`src/rtl/muldiv_pkg.sv`:
```
// muldiv_pkg: op encodings, FSM states and width-independent constant helpers for muldiv_unit
package muldiv_pkg;
   localparam logic [2:0] OP_MUL    = 3'b000;
   localparam logic [2:0] OP_MULH   = 3'b001;
   localparam logic [2:0] OP_MULHSU = 3'b010;
   localparam logic [2:0] OP_MULHU  = 3'b011;
   localparam logic [2:0] OP_DIV    = 3'b100;
   localparam logic [2:0] OP_DIVU   = 3'b101;
   localparam logic [2:0] OP_REM    = 3'b110;
   localparam logic [2:0] OP_REMU   = 3'b111;

   typedef enum logic [1:0] {IDLE, CALC, DONE} state_t;

   function automatic logic [63:0] most_neg(input int xlen);
      return 64'd1 << (xlen - 1);
   endfunction

   function automatic logic [63:0] all_ones(input int xlen);
      return (64'd1 << xlen) - 64'd1;
   endfunction
endpackage

```
`src/rtl/muldiv_unit.sv`:
```
// muldiv_unit: iterative RV32M multiply/divide, one shift-add or restoring-divide bit per clock
module muldiv_unit
   import muldiv_pkg::*;
#(
   parameter int XLEN = 32
) (
   input  logic            i_clk,
   input  logic            i_rst,
   input  logic            i_valid,
   output logic            o_ready,
   input  logic [2:0]      i_op,
   input  logic [XLEN-1:0] i_op1,
   input  logic [XLEN-1:0] i_op2,
   output logic            o_valid,
   input  logic            i_ready,
   output logic [XLEN-1:0] o_result,
   output logic            o_busy
);
   localparam int CW = $clog2(XLEN) + 1;
   localparam logic [XLEN-1:0] MIN  = XLEN'(most_neg(XLEN));
   localparam logic [XLEN-1:0] ONES = XLEN'(all_ones(XLEN));

   state_t state, state_nx;
   logic [2:0] op;
   logic neg;
   logic [XLEN-1:0] b;
   logic [2*XLEN-1:0] acc, acc_nx, prod;
   logic [CW-1:0] cnt;
   logic signed1, signed2, s1, s2, neg_in, special, last, ge;
   logic [XLEN-1:0] m1, m2, special_res, q_fix, r_fix, fix;
   logic [XLEN:0] sum, shifted, diff;

   assign signed1 = i_op != OP_MULHU && i_op != OP_DIVU && i_op != OP_REMU;
   assign signed2 = signed1 && i_op != OP_MULHSU;
   assign s1 = signed1 && i_op1[XLEN-1];
   assign s2 = signed2 && i_op2[XLEN-1];
   assign m1 = s1 ? -i_op1 : i_op1;
   assign m2 = s2 ? -i_op2 : i_op2;
   assign neg_in = i_op == OP_REM ? s1 : s1 ^ s2;
   assign special = i_op[2] && (i_op2 == '0 || (!i_op[0] && i_op1 == MIN && i_op2 == ONES));
   assign special_res = i_op2 == '0 ? (i_op[1] ? i_op1 : ONES) : (i_op[1] ? '0 : MIN);

   // acc holds {product high, multiplier} for multiply, {remainder, dividend/quotient} for divide
   assign sum = {1'b0, acc[2*XLEN-1:XLEN]} + (acc[0] ? {1'b0, b} : '0);
   assign shifted = acc[2*XLEN-1:XLEN-1];
   assign diff = shifted - {1'b0, b};
   assign ge = !diff[XLEN];
   assign acc_nx = op[2] ? {ge ? diff[XLEN-1:0] : shifted[XLEN-1:0], acc[XLEN-2:0], ge}
                         : {sum, acc[XLEN-1:1]};
   assign last = cnt == CW'(XLEN - 1);

   assign prod = neg ? -acc_nx : acc_nx;
   assign q_fix = neg ? -acc_nx[XLEN-1:0] : acc_nx[XLEN-1:0];
   assign r_fix = neg ? -acc_nx[2*XLEN-1:XLEN] : acc_nx[2*XLEN-1:XLEN];
   assign fix = op[2] ? (op[1] ? r_fix : q_fix)
                      : (op == OP_MUL ? prod[XLEN-1:0] : prod[2*XLEN-1:XLEN]);

   assign o_ready = state == IDLE && !i_rst;
   assign o_valid = state == DONE;
   assign o_busy  = state != IDLE;

   always_comb begin
      state_nx = state;
      case (state)
         IDLE:    if (i_valid) state_nx = special ? DONE : CALC;
         CALC:    if (last) state_nx = DONE;
         DONE:    if (i_ready) state_nx = IDLE;
         default: state_nx = IDLE;
      endcase
   end

   always_ff @(posedge i_clk or posedge i_rst)
      if (i_rst) begin
         state    <= IDLE;
         op       <= '0;
         neg      <= 1'b0;
         b        <= '0;
         acc      <= '0;
         cnt      <= '0;
         o_result <= '0;
      end else begin
         state <= state_nx;
         if (state == IDLE && i_valid) begin
            op  <= i_op;
            neg <= neg_in;
            b   <= m2;
            acc <= {{XLEN{1'b0}}, m1};
            cnt <= '0;
            if (special) o_result <= special_res;
         end else if (state == CALC) begin
            acc <= acc_nx;
            cnt <= cnt + 1'b1;
            if (last) o_result <= fix;
         end
      end
endmodule

```
`config.mk`:
```
export PLATFORM = sky130hd
export DESIGN_NAME = muldiv_unit
export DESIGN_NICKNAME = d
export VERILOG_FILES = /design/src/rtl/muldiv_pkg.sv /design/src/rtl/muldiv_unit.sv
export SDC_FILE = /design/constraint.sdc
export NUM_CORES = 1
export LEC_CHECK = 0
export BUFFER_PORTS_ARGS = -buffer_cell sky130_fd_sc_hd__buf_2
export CORE_MARGIN = 4
export CORE_UTILIZATION = 40
export CTS_CLUSTER_DIAMETER = 200
export DETAILED_ROUTE_END_ITERATION = 6
export SLEW_MARGIN = 20
export SYNTH_ARGS = -nofsm -noshare
export SYNTH_HDL_FRONTEND = slang
export SYNTH_SLANG_ARGS = --single-unit
export TNS_END_PERCENT = 10
```
`constraint.sdc`:
```
create_clock -name i_clk -period 5.76 [get_ports i_clk]
set_input_delay 1.728 -clock i_clk [delete_from_list [all_inputs] [get_ports i_clk]]
set_output_delay 1.728 -clock i_clk [all_outputs]
set_load 0.02 [all_outputs]
```
# --- Yosys cells after proc, flatten, opt, wreduce, memory -nomap -nowiden ---
# Cells that the tools add are included.
word_totals:
  register_bits: 140
  out_inout_bits: 35
  wordCells: 80
op_classes:
  addsub: 8
  n_eq_ne: 14
  n_mux: 28
  bitwise: 1
  reduce_logical: 22
op_table:
  columns: ["op", "n"]
  rows:
  - ["$mux 32", 16]
  - ["$mux 64", 4]
  - ["$neg 32->32", 4]
  - ["$eq 32x32->1 const B", 2]
  - ["$neg 64->64", 1]
  - ["$add 32x32->33", 1]
  - ["$sub 33x32->33", 1]
  - ["$logic_not 32->1", 1]
  - ["$mux 6", 2]
  - ["$logic_and 1x1->1", 10]
  - ["$mux 2", 4]
  - ["$add 6x1->6 const B", 1]
  - ["$eq 6x5->1 const B", 1]
  - ["$ne 2x2->1 const B", 3]
  - ["$ne 3x2->1 const B", 2]
  - ["$ne 3x3->1 const B", 2]
  - ["$pmux 2 s3", 1]
  - ["$reduce_and 3->1", 2]
  - ["$reduce_bool 2->1", 3]
  - ["$eq 3x3->1 const B", 1]
  - ["$logic_not 1->1", 3]
  - ["$logic_not 3->1", 1]
  - ["$eq 2x1->1 const B", 1]
  - ["$eq 2x2->1 const B", 1]
  - ["5 further kinds", 5]

# --- Depth between registers and ports, before layout ---
logic_depth:
  depth_word: 10
  mapped_depth: 26
  depth_no_buf: 24

# --- Least setup slack after synthesis ---
# OpenSTA, ideal clock, no wires.
synth_path:
  path_kind: "flip-flop to flip-flop"
  startpoint: "register b[0]"
  endpoint: "register o_result[2]"
  setup_ns: 0.088
  t_arrival_ns: 4.829
  setup_slack_ns: 0.843
  path_stages_with_launch: 24
  n_path_buf: 2
  cell_sequence: "dfrtp_1 > ha_1 > fa_1 > nor2b_1 > o2111ai_2 > a21oi_2 > o41ai_2 > a21oi_1 > nor3_2 > a21oi_1 > ha_1 > o21ai_0 > nor2_1 > nand2_1 > or2_2 > nor2_1 > nand3_1 > or2_2 > clkbuf_1 > clkbuf_1 > o21ai_0 > xor2_1 > o221ai_1 > a41oi_1"
synth_between:
  elab_chain_cells: 10
synth_lines:
  columns: ["element", "line", "source"]
  rows:
  - ["from (decl)", "muldiv_unit.sv:26", "logic [XLEN-1:0] b;"]
  - ["from (signal assigned)", "muldiv_unit.sv:86", "b <= m2;"]
  - ["$sub 33x32->33 / $mux 32 (equally long branches)", "muldiv_unit.sv:46, muldiv_unit.sv:44", null]
  - ["$mux 32, or another cell as far along", "muldiv_unit.sv:48", "assign acc_nx = op[2] ? {ge ? diff[XLEN-1:0] : shifted[XLEN-1:0], acc[XLEN-2:0], ge}"]
  - ["$mux 64 (*)", "muldiv_unit.sv:48", null]
  - ["$neg 64->64, or another cell as far along", "muldiv_unit.sv:52", "assign prod = neg ? -acc_nx : acc_nx;"]
  - ["$mux 64, or another cell as far along", "muldiv_unit.sv:52", null]
  - ["$mux 32 (on tied branches)", "muldiv_unit.sv:56, muldiv_unit.sv:55", null]
  - ["$mux 32 (*)", "muldiv_unit.sv:55", "assign fix = op[2] ? (op[1] ? r_fix : q_fix)"]
  - ["$mux 32 (*)", "muldiv_unit.sv:93", "if (last) o_result <= fix;"]
  - ["$mux 32 (*)", "muldiv_unit.sv:90", "end else if (state == CALC) begin"]
  - ["$mux 32 (*)", "muldiv_unit.sv:83", "if (state == IDLE && i_valid) begin"]
  - ["to (signal assigned)", "muldiv_unit.sv:89", "if (special) o_result <= special_res;"]
  - ["to (signal assigned)", "muldiv_unit.sv:93", null]
  - ["to (decl)", "muldiv_unit.sv:16", "output logic [XLEN-1:0] o_result,"]
# Every way passes the cells marked *; elsewhere a longest branch is shown, timed or not. The select of a mux whose other input is x is not followed.
# A chain may end at the register's enable or synchronous reset.

# --- Final worst setup path ---
layout_path:
  startpoint: "register acc[0]"
  endpoint: "register o_result[29]"
layout_between:
  elab_chain_cells: 10
layout_lines:
  columns: ["element", "line", "source"]
  rows:
  - ["from (decl)", "muldiv_unit.sv:27", "logic [2*XLEN-1:0] acc, acc_nx, prod;"]
  - ["from (signal assigned)", "muldiv_unit.sv:87", "acc <= {{XLEN{1'b0}}, m1};"]
  - ["from (signal assigned)", "muldiv_unit.sv:91", "acc <= acc_nx;"]
  - ["$mux 32", "muldiv_unit.sv:44", "assign sum = {1'b0, acc[2*XLEN-1:XLEN]} + (acc[0] ? {1'b0, b} : '0);"]
  - ["$add 32x32->33", "muldiv_unit.sv:44", null]
  - ["$mux 64 (*)", "muldiv_unit.sv:48", null]
  - ["$neg 64->64 / $neg 32->32 (equally long branches)", "muldiv_unit.sv:52, muldiv_unit.sv:54", null]
  - ["$mux 64 / $mux 32 (equally long branches)", "muldiv_unit.sv:52, muldiv_unit.sv:54", null]
  - ["$mux 32 (on tied branches)", "muldiv_unit.sv:56, muldiv_unit.sv:55", null]
  - ["$mux 32 (*)", "muldiv_unit.sv:55", null]
  - ["$mux 32 (*)", "muldiv_unit.sv:93", null]
  - ["$mux 32 (*)", "muldiv_unit.sv:90", null]
  - ["$mux 32 (*)", "muldiv_unit.sv:83", null]
# Marked as above.

==> impl_summary.md <==
Run status
The flow ran to the end, and the final reports show no timing, DRC or antenna violations.

Routing
The post-detailed-route DRC marker count is 0. The routed via count divided by cell count is 6.35. The detail route stage leaves a number of antenna-violating nets equal to 0. The detailed router placed 17500 vias in this run.

Summed over all layers, the routed wires come to 66400 um. The amount of wire on met2 after detailed routing is 27500 um. The detail-routed net length per standard cell is 24.2 um. The top metal layer carrying routed signals is met4. Wire segments on met3 add up to 6970 um in the final route. The first TritonRoute pass finished after 6 iterations. The length of routed wiring on met1 is 28800 um.

The detailed router finished its first iteration with 1988 violations.

Global route
The largest net degree at the start of global routing is 72. The number of global-route vias before repair is 16400. The total congestion overflow after global routing is 0.

The first-pass GRT wire length is 101000 um. The aggregate global-route resource usage is 0.311. The initial antenna violation count is 0.

Yosys
The warning count from the yosys run is 0. The net count of the mapped netlist is 2271. The cell count after synthesis came out at 2128. After synthesis, the largest family of logic cells by area is compound AO/OA/AOI/OAI gates.

The share of the synthesized area in compound gates (AO/OA/AOI/OAI) is 0.293. For this run, the register share of the synthesized area comes to 0.225. The adder-cell share of the synthesized area is 0.0588. The share of synthesized area in the top cell type comes to 0.225. Among all flip-flop cells after synthesis, the most frequent one is sky130_fd_sc_hd__dfrtp_1. In the post-synthesis netlist, the biggest area contributors are sky130_fd_sc_hd__dfrtp_1 23%, sky130_fd_sc_hd__o21ai_0 7.4%, sky130_fd_sc_hd__nand2_1 6.4%.

The post-synthesis cell type count is 95. The synthesized design contains 140 register bits. The area of the mapped netlist is 15600 um2. After synthesis, the share of cell area in mux cells is 0.0327. The synthesized design spends more area on one cell type than any other, namely sky130_fd_sc_hd__dfrtp_1. The fraction of registers with async set/reset is 1.00.

The simple-gate area share of the yosys netlist is 0.244. The xor-xnor portion of the synthesized cell area is 0.0984. The mean cell area of the mapped netlist is 7.32 um2. The number of synthesized flops with an enable pin is 0.

Die
The y dimension of the die is 205 um. The starting density of the core is 0.404. The initialized floorplan defines 72 standard-cell rows. The die outline area is 42100 um2. The core region is 38600 um2. The floorplan step set the die width to 205 um. The number of top-level design ports is 106.

Critical path
STA classifies the critical path startpoint as a flop. In this run the worst setup path begins at acc[0]. For the worst setup path, the data arrival time is 5880 ps.

The critical path is of the reg2reg type. For the worst flop-to-flop path, the logic depth is 18. The endpoint type of the worst setup path is a flop. The reg-to-reg startpoint is acc[0]. For the worst setup path, the data required time is 6090 ps. In this run the worst path has a maximum fanout of 13.

Flow run
Across the run, the number of max-cap violations was 0.

Timing
The final worst-path cycle share is 0.963. Timing would allow up to 180 MHz. Setup repair after global routing left no endpoint under its margin.

The summed negative setup slack over all endpoints is 0 ps. The time the worst path needs with I/O delays and setup is 5550 ps. Setup violations remaining at the end of the flow were counted as 0. The total count of max-transition violations in the final report is 0. Between clock sinks in the finished design, the worst skew comes to 11.5 ps. The number of hold-slack violations in the final timing report is 0.

The worst pin sits at a relative slew slack of 0.253. At the pin with the least slew margin, the transition time is 1110 ps.

Layout
The area growth from synthesis to layout is 13.4%. The final cell area excluding filler cells is 17700 um2. Of the cells placed in the final design, the portion with a size suffix greater than 1 is 0.123. The final net count is 2359.

Leaving out fill and tap cells, the most frequent cell in the layout is sky130_fd_sc_hd__nand2_1. The filler cells instantiated in the layout total 4033. The library cells used most frequently in the layout, excluding fill and tap cells, are 266 x sky130_fd_sc_hd__nand2_1, 231 x sky130_fd_sc_hd__o21ai_0, 167 x sky130_fd_sc_hd__nor2_1. The repair_antennas step left the layout with diodes totalling 0.

CTS
The count of hold buffers inserted by post-cts repair is 0. The post-CTS setup-driven buffer insertion count is 0. The clock-pin slew on the worst setup and hold paths is 60 ps. The cell sitting at the root of the clock tree is a sky130_fd_sc_hd__clkbuf_16. The clock reaches the later pin of the worst-skew pair after 460 ps.

In this run, post-CTS repair resized a total of 0 instances. The TritonCTS buffer count is 17. The clock tree synthesis step divided the H-tree into 4 levels. The number of clock sinks seen by CTS is 140.

Counting along the longest clock path gives a buffer depth of 2. TritonCTS built the clock tree.

Worst hold path
The source of the worst hold timing path is cnt[5]. The hold path depth is 1. The worst hold path belongs to the class reg2reg.

Placement
Port buffering added 105 buffers. Detailed placement finished with a half-perimeter wire length of 52000 um. Summing all placed instances gives a cell area of 16900 um2. Routability-driven placement finished with a final weighted congestion of 1.01.
[flip-flops by register name, indices dropped and copies added (netlist names)]
name / cells
op: 3
acc: 64
b: 32
state: 2
o_result: 32
neg: 1
cnt: 6
[metrics by stage]
stage	instances	hold slack (ps)	utilization	worst slack, ps
floorplan	2128	439	-	279
global placement	2715	464	0.439	351
detailed placement	2715	470	0.439	289
CTS	2747	477	0.457	301
global route	2747	486	0.458	35.6
finish	2747	478	0.458	211
[per-layer routing]
| layer | up-vias | track usage |
|---|---|---|
| li1 | 7964 | - |
| met1 | 8415 | 0.443 |
| met2 | 924 | 0.447 |
| met3 | 153 | 0.0753 |
| met4 | 0 | 0.135 |
| met5 | - | 0 |
[Yosys cell counts (all sizes together), types with 7 or more instances]
| cell type | number |
|---|---|
| nand2 | 267 |
| o21ai | 247 |
| nor2 | 169 |
| a21oi | 152 |
| dfrtp | 140 |
| clkbuf | 100 |
| xnor2 | 94 |
| xor2 | 81 |
| nand3 | 75 |
| ha | 70 |
| inv | 70 |
| nor3 | 52 |
| o211ai | 51 |
| and2 | 49 |
| mux2i | 43 |
| a31oi | 31 |
| nand4 | 30 |
| o31ai | 29 |
| a21o | 25 |
| and3 | 21 |
| buf | 21 |
| a211oi | 19 |
| nor4 | 19 |
| o21a | 18 |
| or3 | 18 |
| nand2b | 17 |
| o41ai | 13 |
| a31o | 12 |
| nor2b | 12 |
| or2 | 11 |
| a211o | 10 |
| or4 | 10 |
| a21boi | 9 |
| a221oi | 9 |
| o221ai | 9 |
| o22ai | 9 |
| a41oi | 8 |
| and4 | 8 |
| mux2 | 7 |
| nand4b | 7 |
| o22a | 7 |
[final timing paths]
kind                                     end  slack [ps]
worst max-delay path            o_result[29]         210
worst min-delay path                  cnt[5]         480
worst max register to register  o_result[29]         210
worst min register to register        cnt[5]         480
max in group asynchronous       o_result[12]        3360
min in group asynchronous             cnt[3]        1400
[worst max-delay path: stages, from the launching register on]
cell                       delay [ps]
sky130_fd_sc_hd__dfrtp_1          400
sky130_fd_sc_hd__buf_4            190
sky130_fd_sc_hd__and2_1           190
sky130_fd_sc_hd__fa_1             440
sky130_fd_sc_hd__a21o_1           200
sky130_fd_sc_hd__a221oi_1         370
sky130_fd_sc_hd__buf_4            220
sky130_fd_sc_hd__o21ai_0          180
sky130_fd_sc_hd__a221oi_1         640
sky130_fd_sc_hd__xor2_1           410
sky130_fd_sc_hd__o32a_1           230
sky130_fd_sc_hd__nand2_1          140
sky130_fd_sc_hd__a211o_1          360
sky130_fd_sc_hd__nand4b_4         300
sky130_fd_sc_hd__or2_1            270
sky130_fd_sc_hd__o41ai_1          390
sky130_fd_sc_hd__xor2_1           120
sky130_fd_sc_hd__o211ai_1         280
sky130_fd_sc_hd__nand2_1           70
[area by class of cell]
cell class              instances  area [um2]  area share
clock buffers                  21         460      0.0261
clock inverters                11         239      0.0135
inverters                      71         272      0.0154
multi-input cells            1796       11300       0.643
flip-flops and latches        140        3510       0.199
well taps                     518         648      0.0367
repair buffers                190        1180      0.0666
[logic make-up after synthesis]
group | after synthesis
AO/OA/AOI/OAI | 715
XOR/XNOR | 175
adder cells (fa/ha/maj) | 72
buffers and inverters | 192
flip-flops | 140
multiplexers | 50
AND/OR/NAND/NOR | 784
Power is not shown: default switching activity piles up to over one toggle a cycle in this logic, so the estimate is an artifact.
